[config.mk]
export PLATFORM = sky130hd
export DESIGN_NAME = arbitro_carriles
export DESIGN_NICKNAME = d
export VERILOG_FILES = /design/src/rtl/arbitro_pkg.sv /design/src/rtl/arbitro_carriles_temporizador.sv /design/src/rtl/arbitro_carriles.sv
export SDC_FILE = /design/constraint.sdc
export NUM_CORES = 1
export LEC_CHECK = 0
export ABC_AREA = 1
export CAP_MARGIN = 40
export CORE_AREA = 2 2 51 53
export CTS_CLUSTER_DIAMETER = 150
export CTS_CLUSTER_SIZE = 8
export DETAILED_ROUTE_END_ITERATION = 8
export DIE_AREA = 0 0 53 55
export GPL_ROUTABILITY_DRIVEN = 0
export PLACE_DENSITY = 0.75
export SLEW_MARGIN = 15
export SYNTH_ARGS = -nofsm -noshare
export SYNTH_HDL_FRONTEND = slang
export SYNTH_SLANG_ARGS = --single-unit
[constraint.sdc]
create_clock -name clock -period 1.3 [get_ports clock]
set_input_delay 0.26 -clock clock [delete_from_list [all_inputs] [get_ports clock]]
set_output_delay 0.26 -clock clock [all_outputs]
set_load 0.05 [all_outputs]
[src/rtl/arbitro_pkg.sv]
// Shared definitions for the two-lane gate arbiter.
package arbitro_pkg;

    typedef enum logic [1:0] {
        LIBRE     = 2'd0,
        CONCEDIDO = 2'd1,
        BLOQUEADO = 2'd2
    } estado_e;

    localparam logic CARRIL_0 = 1'b0;
    localparam logic CARRIL_1 = 1'b1;

    // One-hot grant vector for a lane index.
    function automatic logic [1:0] a_onehot(input logic carril);
        return (carril == CARRIL_1) ? 2'b10 : 2'b01;
    endfunction

endpackage

[src/rtl/arbitro_carriles_temporizador.sv]
// Grant timer: counts cycles of an active grant, saturating at the timeout value.
module temporizador_concesion
    import arbitro_pkg::*;
#(
    parameter int TIMEOUT_CICLOS = 16
) (
    input  logic clock,
    input  logic reset,
    input  logic limpiar,
    input  logic congelar,
    output logic vencido
);

    localparam int ANCHO = $clog2(TIMEOUT_CICLOS);
    localparam logic [ANCHO-1:0] LIMITE = ANCHO'(TIMEOUT_CICLOS - 1);

    logic [ANCHO-1:0] cuenta_q;
    logic [ANCHO-1:0] cuenta_d;

    // Next count: clear wins, then advance unless frozen or already at the limit.
    always_comb begin
        cuenta_d = cuenta_q;
        if (limpiar) begin
            cuenta_d = '0;
        end else if (!congelar && (cuenta_q != LIMITE)) begin
            cuenta_d = cuenta_q + ANCHO'(1);
        end
    end

    // Count register with synchronous reset.
    always_ff @(posedge clock) begin
        if (reset) begin
            cuenta_q <= '0;
        end else begin
            cuenta_q <= cuenta_d;
        end
    end

    assign vencido = (cuenta_q == LIMITE);

endmodule

[src/rtl/arbitro_carriles.sv]
// Two-lane round-robin arbiter sharing one parking-gate controller.
//
// state     | meaning
// LIBRE     | no lane granted, controller inputs forced low
// CONCEDIDO | one lane routed to the controller, grant timer running
// BLOQUEADO | controller in lockout, grant held until the alarm clears
module arbitro_carriles
    import arbitro_pkg::*;
#(
    parameter int TIMEOUT_CICLOS = 16
) (
    input  logic       clock,
    input  logic       reset,
    input  logic [1:0] solicitud,
    input  logic [1:0] paso,
    input  logic       pin_validation_c0,
    input  logic       pin_validation_c1,
    input  logic [7:0] pin_c0,
    input  logic [7:0] pin_c1,
    output logic       sensor_a,
    output logic       sensor_b,
    output logic       pin_validation,
    output logic [7:0] pin,
    input  logic       alarma_bloqueo,
    input  logic       senal_abrir_compuerta,
    input  logic       senal_cerrar_compuerta,
    output logic [1:0] concesion,
    output logic       ocupado,
    output logic       expiro
);

    estado_e    estado_q, estado_d;
    logic [1:0] concesion_q, concesion_d;
    logic       ultimo_q, ultimo_d;
    logic       expiro_q, expiro_d;
    logic       abierto_q, abierto_d;
    logic       carril_nuevo;
    logic       carril_act;
    logic       vencido;
    logic       limpiar;
    logic       congelar;

    assign carril_act = concesion_q[1] ? CARRIL_1 : CARRIL_0;

    // The timer only runs while granted and before the gate has ever opened.
    assign limpiar  = (estado_q == LIBRE);
    assign congelar = (estado_q != CONCEDIDO) || abierto_q || senal_abrir_compuerta;

    temporizador_concesion #(
        .TIMEOUT_CICLOS(TIMEOUT_CICLOS)
    ) u_temporizador (
        .clock   (clock),
        .reset   (reset),
        .limpiar (limpiar),
        .congelar(congelar),
        .vencido (vencido)
    );

    // Next-state logic: grant selection, exit priority and round-robin update.
    always_comb begin
        estado_d     = estado_q;
        concesion_d  = concesion_q;
        ultimo_d     = ultimo_q;
        expiro_d     = 1'b0;
        abierto_d    = abierto_q;
        carril_nuevo = solicitud[1] ? CARRIL_1 : CARRIL_0;
        if (solicitud == 2'b11) begin
            carril_nuevo = ~ultimo_q;
        end
        case (estado_q)
            LIBRE: begin
                abierto_d = 1'b0;
                if (solicitud != 2'b00) begin
                    concesion_d = a_onehot(carril_nuevo);
                    estado_d    = CONCEDIDO;
                end
            end
            CONCEDIDO: begin
                if (senal_abrir_compuerta) begin
                    abierto_d = 1'b1;
                end
                if (alarma_bloqueo) begin
                    estado_d = BLOQUEADO;
                end else if (senal_cerrar_compuerta) begin
                    estado_d    = LIBRE;
                    concesion_d = 2'b00;
                    ultimo_d    = carril_act;
                end else if (vencido && !abierto_q && !senal_abrir_compuerta) begin
                    estado_d    = LIBRE;
                    concesion_d = 2'b00;
                    ultimo_d    = carril_act;
                    expiro_d    = 1'b1;
                end
            end
            BLOQUEADO: begin
                if (!alarma_bloqueo) begin
                    estado_d    = LIBRE;
                    concesion_d = 2'b00;
                    ultimo_d    = carril_act;
                end
            end
            default: begin
                estado_d    = LIBRE;
                concesion_d = 2'b00;
            end
        endcase
    end

    // State and grant registers; lane 0 wins the first tie after reset.
    always_ff @(posedge clock) begin
        if (reset) begin
            estado_q    <= LIBRE;
            concesion_q <= 2'b00;
            ultimo_q    <= CARRIL_1;
            expiro_q    <= 1'b0;
            abierto_q   <= 1'b0;
        end else begin
            estado_q    <= estado_d;
            concesion_q <= concesion_d;
            ultimo_q    <= ultimo_d;
            expiro_q    <= expiro_d;
            abierto_q   <= abierto_d;
        end
    end

    // Route the granted lane to the controller; everything low when idle.
    always_comb begin
        sensor_a       = 1'b0;
        sensor_b       = 1'b0;
        pin_validation = 1'b0;
        pin            = 8'h00;
        case (concesion_q)
            2'b01: begin
                sensor_a       = solicitud[0];
                sensor_b       = paso[0];
                pin_validation = pin_validation_c0;
                pin            = pin_c0;
            end
            2'b10: begin
                sensor_a       = solicitud[1];
                sensor_b       = paso[1];
                pin_validation = pin_validation_c1;
                pin            = pin_c1;
            end
            default: begin
                sensor_a       = 1'b0;
                sensor_b       = 1'b0;
                pin_validation = 1'b0;
                pin            = 8'h00;
            end
        endcase
    end

    assign concesion = concesion_q;
    assign ocupado   = |concesion_q;
    assign expiro    = expiro_q;

endmodule

======== Word-level counts from Yosys, hierarchy flattened ========
Index checks and enable logic that the tools add are counted.
word-level totals
  register bits ........................... 11
  input port bits ......................... 27
operators by class
  add/sub/neg operators ................... 1
  equality and inequality tests ........... 14
  muxes and demuxes ....................... 25
  bitwise logic cells ..................... 2
  reductions and logical operators ........ 19
operators with widths
  kind                                                                     count
  2-bit two-way mux                                                        8
  8-bit case mux with 2 select lines                                       1
  2-bit case mux with 3 select lines                                       2
  1-bit case mux with 2 select lines                                       5
  1-bit two-way mux                                                        9
  4-bit inequality test, second input constant                             2
  4-bit AND reduction                                                      2
  2-bit equality test, second input constant                               3
  2-bit inequality test, second input constant                             3
  2-bit nonzero test                                                       3
  4-bit by 1-bit adder with 4-bit output, second input constant            1
  2-bit by 1-bit equality test with 1-bit output, second input constant    2
  4-bit equality test, second input constant                               1
  2-bit by 1-bit inequality test with 1-bit output, second input constant  2
  2-bit OR reduction                                                       2
  4-bit OR reduction                                                       1
  1-bit logical AND                                                        3
  1-bit zero test                                                          3
  3-bit inequality test, second input constant                             1
  3-bit AND reduction                                                      1
  2-bit zero test                                                          1
  1-bit logical OR                                                         2
  1-bit inverter                                                           2
  2-bit AND reduction                                                      1

======== Depth between registers and ports, before layout ========
Gate-level depths: netlist (run 1).
  word-level depth ........................ 7
  gate-level depth with buffers ........... 10
  depth with buffers taken out ............ 10

======== Modules after synthesis ========
From an unflattened synthesis (run 1), not the netlist that was laid out.
second synthesis, totals
  cells, all modules ...................... 130
  area, all modules ....................... 810.8 um^2
modules (own cells, without submodules)
  module                  times used  cells an instance  area an instance (um^2)  seq. area each (um^2)
  arbitro_carriles        1           98                 565.5                    140.1
  temporizador_concesion  1           32                 245.2                    80.1

======== Worst setup path before layout (run 1) ========
OpenSTA, ideal clock, no wires.
  path kind ............................... register to output
  from .................................... register concesion_q[0], in the netlist concesion[0]
  to ...................................... output port pin[0]
  arrival ................................. 2064 ps
  required time ........................... 1040 ps
  setup slack ............................. -1024 ps
  stages on the path, launching flop included .. 6
  path through ............................ dfxtp_1 -> inv_1 -> ha_1 -> inv_1 -> clkbuf_1 -> a21oi_1
on the way
  cells in the longest elaborated chain, start to end .. 2
  elaborated cells on any way between the ends .. 3
ends and longest elaborated chain
  what                                                                                          line                     source
  start, declared                                                                               arbitro_carriles.sv:33   logic [1:0] concesion_q, concesion_d;
  start signal, assigned                                                                        arbitro_carriles.sv:119  concesion_q <= concesion_d;
  2-bit equality test / 2-bit by 1-bit equality test with 1-bit output (equally long branches)  arbitro_carriles.sv:132  case (concesion_q)
  8-bit case mux with 2 select lines (*)                                                        arbitro_carriles.sv:132
  end, declared                                                                                 arbitro_carriles.sv:23   output logic [7:0] pin,
Mark *: on every way between the ends. The rest lies on a longest branch, timed or not.

======== Worst setup path after layout (run 1) ========
  from .................................... register concesion_q[0], in the netlist concesion[0]
  to ...................................... output port sensor_a
on the way
  cells in the longest elaborated chain, start to end .. 2
  elaborated cells on any way between the ends .. 3
ends and longest elaborated chain
  what                                                                                          line                     source
  2-bit equality test / 2-bit by 1-bit equality test with 1-bit output (equally long branches)  arbitro_carriles.sv:132
  1-bit case mux with 2 select lines (*)                                                        arbitro_carriles.sv:132
  end, declared                                                                                 arbitro_carriles.sv:20   output logic sensor_a,
Marks and branches as above.

==> results of run 1 <==
-- state kept, by name, summed over array words and instances (netlist names) --
name	count
u_temporizador.cuenta_q	4
concesion	2
estado_q	2
abierto_q	1
expiro	1
ultimo_q	1
-- worst max-delay path by stage --
stage,start,end,cells after the start
6_report,concesion[0]$_SDFFE_PP0P_,sensor_a,5
5_1_grt,concesion[0]$_SDFFE_PP0P_,sensor_b,6
2_1_floorplan,concesion[0]$_SDFFE_PP0P_,pin[0],5
3_3_place_gp,senal_abrir_compuerta,concesion[0]$_SDFFE_PP0P_,8
3_5_place_dp,senal_abrir_compuerta,u_temporizador.cuenta_q[3]$_SDFFE_PP0P_,7
4_1_cts,concesion[0]$_SDFFE_PP0P_,pin[5],5
-- kinds of logic (layout without fill, tap and decap cells) --
group / after synthesis / in the layout / synth area share [%]
adder cells (fa/ha/maj): 4 / 4 / 6.53
flip-flops: 11 / 11 / 28.7
AND/OR/NAND/NOR: 70 / 70 / 40.5
buffers and inverters: 21 / 79 / 10.8
AO/OA/AOI/OAI: 20 / 20 / 13.5
-- metrics by stage --
stage | cells | setup WS, ns
detailed placement | 206 | -0.264
global route | 214 | -0.413
floorplan | 126 | -0.251
finish | 214 | -0.367
CTS | 211 | -0.363
global placement | 206 | -0.175
-- placed cells by master (no fill, tap or decap), drive strengths merged --
cell type,n
nor2,15
nand2,42
or2,1
o2bb2ai,1
nand4,2
clkbuf,4
o21ai,3
buf,32
a21oi,16
dfxtp,11
nand3,9
inv,17
ha,4
clkdlybuf4s50,26
nor3,1
-- power by group --
group | internal [W] | switching, W
combinational | 0.000516 | 0.000609
sequential | 0.000365 | 0.0000320
clock | 0.000120 | 0.000133
total | 0.00100 | 0.000774
-- layout make-up --
type | instances | area (um2) | share of cell area [%]
Timing Repair Buffer | 58 | 712 | 39.1
Clock buffer | 4 | 26.3 | 1.44
Multi-Input combinational cell | 94 | 738 | 40.5
Tap cell | 30 | 37.5 | 2.06
Inverter | 17 | 76.3 | 4.19
Sequential cell | 11 | 231 | 12.7
-- per-layer routing --
| metal | global-route usage, % | share of wire [%] | wire length [um] | vias up |
|---|---|---|---|---|
| li1 | - | - | - | 512 |
| met1 | 19.1 | 33 | 972 | 471 |
| met2 | 43.3 | 55 | 1620 | 49 |
| met3 | 5.65 | 10 | 306 | 6 |
| met4 | 10.3 | 1.8 | 54 | 0 |
| met5 | 0 | 0 | 0 | - |
-- what timing repair did --
item | in CTS | in global routing
setup endpoints to repair | 14 | 18
pin swaps | 11 | 16
gates resized for setup | 34 | 18
buffers inserted | 1 | 3
gates cloned | 0 | 0
-- worst reg2reg max path, cell delays in order, from the launching register on --
cell	delay (ns)
dfxtp_2	0.36
ha_4	0.16
nand2_4	0.06
nor2_4	0.17
nand2_4	0.09
nand2_2	0.06
nand2_1	0.05
nand2_1	0.08
nand2_1	0.06
nand2_1	0.05
nand3_1	0.05
==> implementation parameters, run 1 <==
Parameter                              Value

Status
  Run status ... finished, violations left
  Violations in the final reports ... setup timing

Timing
  Slew at the pin closest to its max-slew limit ... 0.237 ns
  Shortest period the worst path allows ... 1.67 ns
  Final Cycle Share ... 128%
  Final hold violations ... 0
  Setup-failing EPs final ... 12
  Setup tns final ... -3.97 ns
  Fmax ... 600 MHz
  Worst-case setup margin in the final layout ... -0.367 ns
  Max-slew violation total from the final report ... 0
  Clk_skew ... 0.00148 ns
  Headroom to the max-slew limit ... 84.2%
  Unrepaired setup endpoints after global routing ... true
  Minimum hold slack ... 0.465 ns

Pwr
  Static Leak ... 0.732 nW
  Pwr Density ... 974 mW/mm2
  Total power draw ... 0.00177 W
  Max VDD drop ... 692 uV

Synth
  Syn Std Cell Area ... 767 um2
  Primary FF master, synth ... dfxtp_1
  Fraction of synthesis flops using an asynchronous set or reset pin ... 0%
  Synthesis Warnings ... 0
  Top cells by instance count after synthesis ... nand2_1, a21oi_1, inv_1, nor2_1, dfxtp_1
  Post-synthesis register bit count ... 11
  Average size of a mapped cell ... 6.09 um2
  Most common cell in the netlist ... nand2_1
  Sequential share of the synthesized area ... 28.7%
  Post-synthesis cell type with the largest combined area ... dfxtp_1
  Synth Instances ... 126
  EDFF count, synth ... 0
  Yosys cell types ... 17
  Number of nets in the synthesized netlist ... 157
  Share of the synthesized area in the top cell type ... 28.7%
  Leading cell types by total area after synthesis ... dfxtp_1, nand2_1, a21oi_1

Layout
  Number of inserted diodes ... 0
  Finished layout cell area ... 0.00182 mm2
  Fin util ... 77.0%
  Share of cells above drive strength 1 ... 48.9%
  Count of filler cells inserted in the layout ... 164
  Number of nets in the finished design ... 216
  Area growth syn-to-layout ... 138%

Drt
  Count of unresolved DRC violations after routing ... 0
  Detailed-route wire length ... 2950 um
  Drt first pass iters ... 4
  Via density per instance ... 4.85
  Post-route antenna net violation count ... 0
  Detailed Route Iter0 Violations ... 24
  Via Count ... 1038
  Mean routed wirelength per cell ... 13.8 um

Clock network
  Clk pin slew, worst setup/hold paths ... 0.07 ns
  Number of buffers inserted by hold repair at cts ... 0
  Sink Count ... 11
  Insertion delay to the later sink of the worst-skew pair ... 0.29 ns
  CTS H-tree depth ... 1
  CTS Buffer Depth ... 2
  Clock tree from TritonCTS ... built
  Clock root cell ... clkbuf_4
  Number of buffers added by the clock tree synthesis step ... 3

Worst setup path
  Critical register-to-register path endpoint ... ultimo_q$_SDFFE_PP1P_
  Standard cell with the maximum stage delay on the critical path ... dfxtp_4
  Highest cell delay on the worst timing path ... 0.39 ns
  Critical path cell sequence ... inv_4 > ha_4 > inv_8 > a21oi_4 > buf_12
  Cells on worst reg2reg path ... 10
  Type of destination of the critical path ... primary output
  Worst r2r src ... u_temporizador.cuenta_q[1]$_SDFFE_PP0P_
  Buffer and inverter count on the worst path ... 3
  Delay-heaviest family, CP ... flip-flops
  Data required time at the worst endpoint ... 1.04 ns
  Startpoint type of the worst setup path ... flip-flop
  Critical path peak fanout ... 11
  Internal reg-to-reg setup slack ... 0.01 ns
  Critical Setup Path Class ... flip-flop to primary output
  Arrival @ worst endpoint ... 1.41 ns

GRT
  Sum of overflow across all layers after global routing ... 0
  Vias in the first global route ... 1005
  Initial antenna violation count ... 0
  Maximum number of pins on one net before global-route repair ... 12
  First-pass GRT wire length ... 4410 um
  GRT Overall Usage ... 21.2%

Place
  Hpwl dp ... 2140 um
  Number of I/O port buffers ... 41
  Placed inst area ... 0.00160 mm2

Hold path
  Path class of the lowest-slack min-delay path ... flip-flop to flip-flop
  Worst min-delay path startpoint ... ultimo_q$_SDFFE_PP1P_
  Hold Path Sink ... ultimo_q$_SDFFE_PP1P_
  Hold path depth ... 2

Die
  I/O Pins ... 42
  Die span in x ... 53 um
  Placeable core area ... 0.00236 mm2
  Die Area ... 0.00292 mm2
  Cell Rows ... 18
  Initial Util ... 32.4%
  Die Ht ... 55 um

Flow run
  Max-cap viol count ... 0
No activity file was read; power rests on OpenSTA's default activity.
==> run 2, diff against run 1 <==
Settings changed: SLEW_MARGIN 15 to 0.
==> results of run 2 <==
Same layout as run 1: the final DEF is identical, and so are final timing and power.
==> edit, RTL diff (settings of run 2) <==
`TIMEOUT_CICLOS` is set to 16 in 2 places; all go to 8.
--- a/src/rtl/arbitro_carriles_temporizador.sv
+++ b/src/rtl/arbitro_carriles_temporizador.sv
@@ -3,5 +3,5 @@
     import arbitro_pkg::*;
 #(
-    parameter int TIMEOUT_CICLOS = 16
+    parameter int TIMEOUT_CICLOS = 8
 ) (
     input  logic clock,
--- a/src/rtl/arbitro_carriles.sv
+++ b/src/rtl/arbitro_carriles.sv
@@ -8,5 +8,5 @@
     import arbitro_pkg::*;
 #(
-    parameter int TIMEOUT_CICLOS = 16
+    parameter int TIMEOUT_CICLOS = 8
 ) (
     input  logic       clock,
Formal check against the unedited RTL: not equivalent (a bounded check fails within 10 cycles, from zero or initial values and one cycle with reset high).
==> edit against run 2 <==
The flow still finishes with violations (negative setup slack); wire length fell by 14%; area after synthesis fell by 4.9%; cell area decreased by 6.6%; largest power group unchanged; sequential power shrank 7.6%; setup slack improved by 17 ps; critical endpoint is now pin[1]; combinational power is 4% lower; first-iteration DRC count fell by 42%; sequential cell count is 1 lower; total power is 2.2% lower; register-to-register slack improved by 80 ps; largest cell class unchanged; die area unchanged; utilization is 5.1 points lower.
==> edit: results (changes against run 2) <==
| Metric | Value |
|---|---|
| VDD IR-drop max | 0.875 mV (+26%) |
| Final design utilization | 0.720 (-0.0508) |
| Unique cell type count in the Yosys netlist | 18 (+1) |
| CP max FO | 11 (unchanged) |
| Most frequent cells after synthesis | 37 x nand2_1, 16 x a21oi_1, 11 x inv_1, 10 x dfxtp_1, 9 x nor2_1 |
| Top_reg_cell synth | dfxtp_1 |
| Synth top area cells | dfxtp_1 27%, nand2_1 19%, a21oi_1 11% |
| Reg with most FFs | u_temporizador.cuenta_q |
| Vias per cell | 4.83 (-0.44%) |
| Number of setup buffers added after CTS | 0 (-1) |
| Synth Area in Compound Gates | 0.137 (+0.00182) |
| Vias in the first global route | 960 (-4.5%) |
| Slew @ Worst Pin | 278 ps (+40.9 ps) |
| Clock Tree Root | clkbuf_4 |
| Share of cells above drive strength 1 | 0.491 (+0.00199) |
| Filler cells | 190 (+16%) |
| Clock-pin slew of the registers on the worst-case setup and hold paths | 70 ps (about the same) |
| Syn_nets | 150 (-4.5%) |
| Final worst setup slack | -350 ps (+16.8 ps) |
| Largest net degree at the start of global routing | 12 (unchanged) |
| Status | finished with violations |
| Leakage power | 0.650 nW (-11%) |
| H-Tree Depth | 1 (unchanged) |
| Mux share of post-synthesis cell area | 0 (unchanged) |
| Overall routing resource usage | 0.188 (-0.0241) |
| Placed Area | 1550 µm² (-3.0%) |
| Syn Inst Count | 118 (-6.3%) |
| Clk buf depth | 2 (unchanged) |
| TritonCTS Buffers | 3 (unchanged) |
| Antenna violations before repair | 0 (unchanged) |
| Async SR Flop Fraction | 0 (unchanged) |
| Per-cell routed wire length | 12.7 µm (-7.8%) |
| First-pass GRT wire length | 3.96 mm (-10%) |
| Failing checks | negative setup slack |
| M3 GR Usage | 0.0457 (-0.0108) |
| Largest family of logic cells by synthesized area | simple AND/OR/NAND/NOR gates |
| Routed WL | 2.53 mm (-14%) |
| Met1 Use GR | 0.148 (-0.0427) |
| Register area share after synthesis | 0.274 (-0.0127) |
| Total Nets Final | 202 (-6.5%) |
| Xor and xnor area share after synthesis | 0 (unchanged) |
| Final Setup Violations | 12 (unchanged) |
| Diode count | 0 (unchanged) |
| Largest register FFs | 3 (-1) |
| DRT iter0 DRCs | 14 (-42%) |
| Warnings, synthesis | 0 (unchanged) |
| GRT met2 Usage | 0.415 (-0.0187) |
| Worst-Skew Late Latency | 280 ps |
| Count of input and output buffers | 41 (unchanged) |
| Worst EP arrival | 1390 ps (-20 ps) |
| Post-Synth Adder-Cell Area | 0.0858 (+0.0205) |
| Hold WC Path Type | reg -> reg |
| Final HPWL DP | 1.98 mm (-7.8%) |
| DR pass1 iterations | 6 (+2) |
| Post-Route Skew | 5.70 ps (+4.22 ps) |
edit: where the power goes:
part	leakage (nW)	internal, mW	switching, mW	total [mW]
registers	0.0840	0.334	0.0327	0.367
clock network	0.0210	0.171	0.119	0.290
logic	0.545	0.488	0.590	1.08
total	0.650	0.993	0.742	1.73
edit: kinds of logic (layout without fill, tap and decap cells):
family	after synthesis	after routing
adder cells (fa/ha/maj)	5	5
AND/OR/NAND/NOR	65	65
buffers and inverters	18	69
flip-flops	10	10
AO/OA/AOI/OAI	20	20
edit: path summary, 6_finish.rpt:
kind / startpoint / endpoint / slack (ps) / cells after the start
min reg2reg: ultimo_q$_SDFFE_PP1P_ / ultimo_q$_SDFFE_PP1P_ / 460 / 2
min: ultimo_q$_SDFFE_PP1P_ / ultimo_q$_SDFFE_PP1P_ / 460 / 2
max reg2reg: u_temporizador.cuenta_q[0]$_SDFFE_PP0P_ / ultimo_q$_SDFFE_PP1P_ / 90 / 8
max: concesion[0]$_SDFFE_PP0P_ / pin[1] / -350 / 5
edit: area by class of cell:
class	count	share of cell area
clock buffer	4	0.0213
inverter	14	0.0382
multi-input combinational	90	0.407
sequential	10	0.124
tap	30	0.0221
timing repair buffer	51	0.388
edit: metrics by stage:
step | TNS (ps) | hold slack (ps) | setup slack [ps]
after floorplan | -2690 | 329 | -251
after CTS | -3890 | 462 | -362
final | -3790 | 458 | -350
after global routing | -4320 | 489 | -393
after global placement | -1360 | 445 | -116
after detailed placement | -1860 | 445 | -139
edit: timing repair:
item / in CTS / in global routing
pin swaps: 12 / 4
gates resized for setup: 25 / 13
endpoints found under the setup margin: 13 / 19
edit: worst max-delay path, cell delays in order, from the launching register on:
cell	delay (ps)
dfxtp_4	390
inv_4	50
ha_4	290
inv_8	80
a21oi_4	150
buf_12	150
edit: metal layers:
layer	vias up	routed length [µm]
met5	-	0
met4	0	42
met3	5	334
met2	51	1340
met1	426	811
li1	479	-
